<file path="config.mk">
export PLATFORM = sky130hd
export DESIGN_NAME = if_fetch_slice
export DESIGN_NICKNAME = d
export VERILOG_FILES = /design/src/rtl/if_fetch_slice.sv
export SDC_FILE = /design/constraint.sdc
export NUM_CORES = 1
export LEC_CHECK = 0
export CAP_MARGIN = 20
export CELL_PAD_IN_SITES_DETAIL_PLACEMENT = 1
export CELL_PAD_IN_SITES_GLOBAL_PLACEMENT = 1
export CORE_UTILIZATION = 35
export DETAILED_ROUTE_END_ITERATION = 8
export PLACE_DENSITY_LB_ADDON = 0.12
export SLEW_MARGIN = 10
export SYNTH_ARGS = -nofsm -noshare
export SYNTH_HDL_FRONTEND = slang
export SYNTH_SLANG_ARGS = --single-unit
</file>
<file path="constraint.sdc">
create_clock -name clk -period 4.79 [get_ports clk]
set_input_delay 0.958 -clock clk [delete_from_list [all_inputs] [get_ports clk]]
set_output_delay 0.958 -clock clk [all_outputs]
set_load 0.05 [all_outputs]
</file>
<file path="src/rtl/if_fetch_slice.sv">
// rtl/if_fetch_slice.sv - instruction-fetch stage with in-order prefetch queue
//
// Issues word fetches to instruction memory over req/gnt and collects in-order
// rvalid responses into a small prefetch queue. The queue head goes to decode as
// {PC_inc, instr}. A redirect (taken branch/call/ret) restarts fetching at
// redirect_pc and drops every response still owed for the old path.
//
// Optional feature macro: IF_RESP_BYPASS_EN. When defined, a response that
// arrives while the queue is empty goes straight to decode in the same cycle.
//
// Parameters:
//   RESET_PC     first fetch address after reset
//   QDEPTH       prefetch capacity (2 or 4): outstanding + queued <= QDEPTH
// Ports:
//   clk          clock, rising edge
//   rst          asynchronous active-low reset
//   stall        decode holding; queue head is not consumed
//   redirect     new fetch path resolved this cycle
//   redirect_pc  new fetch address, valid with redirect
//   imem_req     fetch request
//   imem_addr    fetch word address
//   imem_gnt     request accepted this cycle
//   imem_rvalid  response valid (in request order)
//   imem_rdata   fetched instruction
//   instr        instruction to decode (16'hF000 when bubble)
//   PC_inc       address of instr + 1 (16'h0000 when bubble)
//   instr_valid  instr is a real instruction
module if_fetch_slice #(
    parameter logic [15:0] RESET_PC = 16'h0000,
    parameter int          QDEPTH   = 2
) (
    input  logic        clk,
    input  logic        rst,
    input  logic        stall,
    input  logic        redirect,
    input  logic [15:0] redirect_pc,
    output logic        imem_req,
    output logic [15:0] imem_addr,
    input  logic        imem_gnt,
    input  logic        imem_rvalid,
    input  logic [15:0] imem_rdata,
    output logic [15:0] instr,
    output logic [15:0] PC_inc,
    output logic        instr_valid
);

    localparam int CW = $clog2(QDEPTH + 1);
    localparam int PW = (QDEPTH > 1) ? $clog2(QDEPTH) : 1;

    logic [15:0]   fetch_pc;
    logic [15:0]   resp_pc;
    logic [CW-1:0] inflight;
    logic [CW-1:0] discard;
    logic [CW-1:0] count;
    logic [PW-1:0] head;
    logic [PW-1:0] tail;
    logic [15:0]   q_pc    [QDEPTH];
    logic [15:0]   q_instr [QDEPTH];

    logic          pop;
    logic          grant;
    logic          keep;
    logic          bypass;
    logic          push;
    logic [CW:0]   occupancy;

    assign pop = (count != '0) && !stall && !redirect;

    // Slots already promised: queued entries plus every granted request that
    // has not answered yet (discarded ones included, they still return data).
    assign occupancy = {1'b0, inflight} + {1'b0, count} - {{CW{1'b0}}, pop};

    assign imem_req  = rst && !redirect && (occupancy < (CW + 1)'(QDEPTH));
    assign imem_addr = fetch_pc;
    assign grant     = imem_req && imem_gnt;

    // A response is kept only if it belongs to the current path.
    assign keep = imem_rvalid && (discard == '0) && !redirect;

`ifdef IF_RESP_BYPASS_EN
    assign bypass = rst && keep && (count == '0) && !stall;
`else
    assign bypass = 1'b0;
`endif

    assign push = keep && !bypass;

    always_comb begin
        instr       = 16'hF000;
        PC_inc      = 16'h0000;
        instr_valid = 1'b0;
        if (count != '0) begin
            instr       = q_instr[head];
            PC_inc      = q_pc[head];
            instr_valid = 1'b1;
        end else if (bypass) begin
            instr       = imem_rdata;
            PC_inc      = resp_pc + 16'd1;
            instr_valid = 1'b1;
        end
    end

    always_ff @(posedge clk or negedge rst) begin
        if (!rst) begin
            fetch_pc <= RESET_PC;
            resp_pc  <= RESET_PC;
            inflight <= '0;
            discard  <= '0;
            count    <= '0;
            head     <= '0;
            tail     <= '0;
        end else begin
            if (redirect) begin
                fetch_pc <= redirect_pc;
                resp_pc  <= redirect_pc;
                count    <= '0;
                head     <= '0;
                tail     <= '0;
                // Everything still unanswered after this cycle's response
                // belongs to the abandoned path.
                discard  <= inflight - CW'(imem_rvalid);
            end else begin
                if (grant) begin
                    fetch_pc <= fetch_pc + 16'd1;
                end
                if (keep) begin
                    resp_pc <= resp_pc + 16'd1;
                end
                if (imem_rvalid && (discard != '0)) begin
                    discard <= discard - CW'(1);
                end
                if (pop) begin
                    head <= head + PW'(1);
                end
                if (push) begin
                    tail <= tail + PW'(1);
                end
                count <= count + CW'(push) - CW'(pop);
            end
            inflight <= inflight + CW'(grant) - CW'(imem_rvalid);
        end
    end

    // Queue storage carries no reset; count gates every read.
    always_ff @(posedge clk) begin
        if (push) begin
            q_pc[tail]    <= resp_pc + 16'd1;
            q_instr[tail] <= imem_rdata;
        end
    end

endmodule

</file>
==> results.md, run 1 <==
- RePlAce Congestion: roughly 0.81
- Worst-Skew Late Latency: between 0.3 and 0.4 ns
- Total grt overflow: 0
- Fin. max-slew vios: 0
- First-pass DRT Iterations: 4
- Full die area: between 10,000 and 15,000 um^2
- Outcome: complete, no violations
- Sequential Area: roughly 2900 um^2
- Ys async rst share: 0.385
- Max Cap Viol: 0
- # diodes: 0
- CP startpoint kind: input port
- Mean Syn Cell Area: 11.8 um^2
- Number of global-route vias before repair: between 3,000 and 4,000
- WP data arrival: about 3.4 ns
- Total track usage: 0.170
- Core Rows: 43
- Vias: 3,553
- Worst-path maximum fanout: 4
- CTS root buffer: clkbuf_16
- TritonCTS Buffers: 9
- Global-route wire length before repair: roughly 19,000 um
- Synthesized area: roughly 5000 um^2
- # resized after CTS: 0
- CP Class: input port to primary output
- Final period utilization: 0.902
- Largest net degree at the start of global routing: 45
- Top FF cell, synth: edfxtp_1
- Initial DRC count: ~130
- Clock slew at reported path FFs: 0.07 ns
- Dpl hpwl: 8200 um
- Die span in y: around 120 um
- DRC violation count after routing: 0
- Filler cells: between 1,000 and 1,500
- Post-synthesis sequential area ratio: 0.580
- Fin. Hold Viols: 0
- Max VDD drop: approximately 0.20 mV
- Actual slew at the worst max-slew pin: a little under 1 ns
- Fin util: 0.460
- IO Count: between 80 and 90
- Hold Buf Count CTS: 0
- Crit path time final: roughly 4.3 ns
- PortBufs: 87
- TritonCTS clock tree: done
- Post-Route Skew: between 0.007 and 0.008 ns
- Leak: 2.28 nW
- Syn. warnings: 0
- Final Setup Violations: 0
- Worst path top cell family by delay: buffers and inverters
- Slowest cell on the critical path: clkdlybuf4s50_1
- Nets: 560
- Die Wd: between 100 and 150 um
- CP bufs+invs: 3
- Post-CTS Setup Bufs: 0
- Initial core utilization: 0.361
- Initial antenna violation count: 0
- Syn Inst Count: about 430
- Max Freq: between 0.2 and 0.25 GHz
- Multi-input logic area: 1950 um^2
- Antenna Nets Post-Route: 0
- Unrepaired setup endpoints after global routing: no
- Worst path max stage delay: 0.49 ns
- Wire length per cell: around 17 um
- Setup TNS: 0 ns
- Cell Chain, Critical Path: clkdlybuf4s50_1 -> nor3_1 -> ha_1 -> inv_1 -> nand2_1 -> fa_1 -> xor2_1 -> and4_2 -> buf_12
- Post-synth EDFFs: 64
- CTS max path bufs: 2
- Cell variety after synth: 57
- PD cells: 487 nW/um^2
- Share of cells above drive strength 1: 0.0774
- CTS sink count: ~100
- Worst slew margin: 0.345
- H-tree Lvls: 3
- Routed vias/inst: 5.10
- Critical Path RT: approximately 3.8 ns
- Crit path capture type: primary output
- Hold Path Class: register to register
- Flops & latches, synth: between 100 and 150
- Routed wire length: 11,800 um
- Mapped Nets: roughly 480
- Synth-to-Final Area Change: 27.6%
- Core Area: ~14,000 um^2
-- area by class of cell --
type | instances | share of cell area
Clock inverter | 5 | 0.0163
Multi-Input combinational cell | 283 | 0.303
Inverter | 21 | 0.0122
Sequential cell | 104 | 0.454
Clock buffer | 11 | 0.0362
Timing Repair Buffer | 93 | 0.143
Tap cell | 180 | 0.0350
-- final timing paths --
path	startpoint	cells past startpoint	slack, ns	endpoint
max in group asynchronous	rst	2	3.60	head$_DFFE_PN0P_
worst min register to register	discard[1]$_DFFE_PN0P_	2	0.57	discard[1]$_DFFE_PN0P_
worst max-delay path	stall	9	0.47	imem_req
worst max register to register	count[1]$_DFF_PN0_	14	1.67	inflight[1]$_DFF_PN0_
min in group asynchronous	rst	2	0.78	imem_addr[8]$_DFFE_PN0P_
worst min-delay path	discard[1]$_DFFE_PN0P_	2	0.57	discard[1]$_DFFE_PN0P_
-- power by group --
group	internal (mW)	switching, mW
Sequential	1.08	0.117
Combinational	0.402	0.703
Clock	0.511	0.327
Total	1.99	1.15
-- cells by family after synthesis --
| family | count (synthesis) | share of synthesized area |
|---|---|---|
| DFF | 104 | 0.580 |
| adders and majority gates | 10 | 0.0263 |
| muxes | 34 | 0.0677 |
| AOI/OAI and AO/OA | 53 | 0.0710 |
| buffers and inverters | 40 | 0.0357 |
| xor gates and xnor gates | 35 | 0.0608 |
| and+or+nand+nor | 151 | 0.159 |
-- metrics by stage --
step | instances | total power, mW | setup WS [ns] | hold slack (ns) | area [um^2]
3_3_place_gp | 681 | 2.31 | 0.547 | 0.538 | 6100
4_1_cts | 697 | 3.18 | 0.457 | 0.573 | 6430
5_1_grt | 697 | 3.29 | 0.374 | 0.598 | 6430
6_report | 697 | 3.14 | 0.472 | 0.571 | 6430
2_1_floorplan | 427 | 1.96 | 0.537 | 0.501 | 5040
3_5_place_dp | 681 | 2.33 | 0.466 | 0.553 | 6100
-- sequential cells by signal (all words and copies together), names as in the netlist --
register / cells
q_instr: 32
imem_addr: 16
inflight: 2
q_pc: 32
tail: 1
head: 1
count: 2
resp_pc: 16
discard: 2
-- Yosys cell counts (all sizes together) (4+ instances only) --
| cell type | n | area (um^2) |
|---|---|---|
| a21oi | 8 | 40.0 |
| and3 | 4 | 25.0 |
| buf | 7 | 53.8 |
| clkbuf | 12 | 47.6 |
| dfrtp | 40 | 1000 |
| edfxtp | 64 | 1920 |
| ha | 9 | 113 |
| inv | 20 | 75.1 |
| mux2i | 33 | 330 |
| nand2 | 35 | 134 |
| nand3 | 17 | 90.1 |
| nand4 | 10 | 83.8 |
| nor2 | 45 | 176 |
| nor3 | 13 | 75.1 |
| nor4 | 4 | 37.5 |
| o211ai | 7 | 52.6 |
| o21ai | 14 | 70.1 |
| o311ai | 4 | 35.0 |
| o31ai | 4 | 30.0 |
| or3 | 5 | 31.3 |
| xnor2 | 25 | 219 |
| xor2 | 10 | 87.6 |
-- cells in the final DEF (no fill, tap or decap), drive strengths merged, types with 2 or more instances in the layout --
| master | instances |
|---|---|
| bufinv | 3 |
| clkinvlp | 2 |
| xnor2 | 25 |
| clkbuf | 11 |
| o31a | 2 |
| nor2 | 45 |
| dfrtp | 40 |
| o31ai | 4 |
| xor2 | 10 |
| nor2b | 2 |
| and3 | 4 |
| or2 | 2 |
| or4 | 2 |
| nor4 | 4 |
| nor3 | 13 |
| mux2i | 33 |
| nand2b | 3 |
| and2 | 3 |
| a21boi | 2 |
| and4 | 3 |
| a21o | 3 |
| nand3 | 17 |
| o211ai | 7 |
| a311o | 2 |
| nand4b | 2 |
| or3 | 5 |
| edfxtp | 64 |
| nand4 | 10 |
| buf | 8 |
| nand2 | 35 |
| o21ai | 14 |
| ha | 9 |
| o311ai | 4 |
| a31oi | 3 |
| inv | 20 |
| a21oi | 8 |
| clkdlybuf4s50 | 85 |
| a211o | 2 |
-- worst reg2reg max path, delay by kind of cell, from the launching register on --
family,cells,cell delay (ns)
adder cells (fa/ha/maj),4,1.33
buffers and inverters,3,0.29
XOR/XNOR,2,0.31
AND/OR/NAND/NOR,5,0.71
flip-flops,1,0.41
-- routing by layer --
layer  global-route usage  part of all wire  vias to the layer above
li1                     -                 -                     1708
met1                0.224              0.47                     1748
met2                0.274              0.47                       88
met3               0.0375             0.045                        9
met4               0.0579             0.013                        0
met5                    0                 0                        -
No activity file was read; power rests on OpenSTA's default activity.
==> run 2: changes to the inputs <==
- SLEW_MARGIN: 10 -> unset
==> results of run 2 <==
Final layout, timing and power as in run 1 (identical DEF).
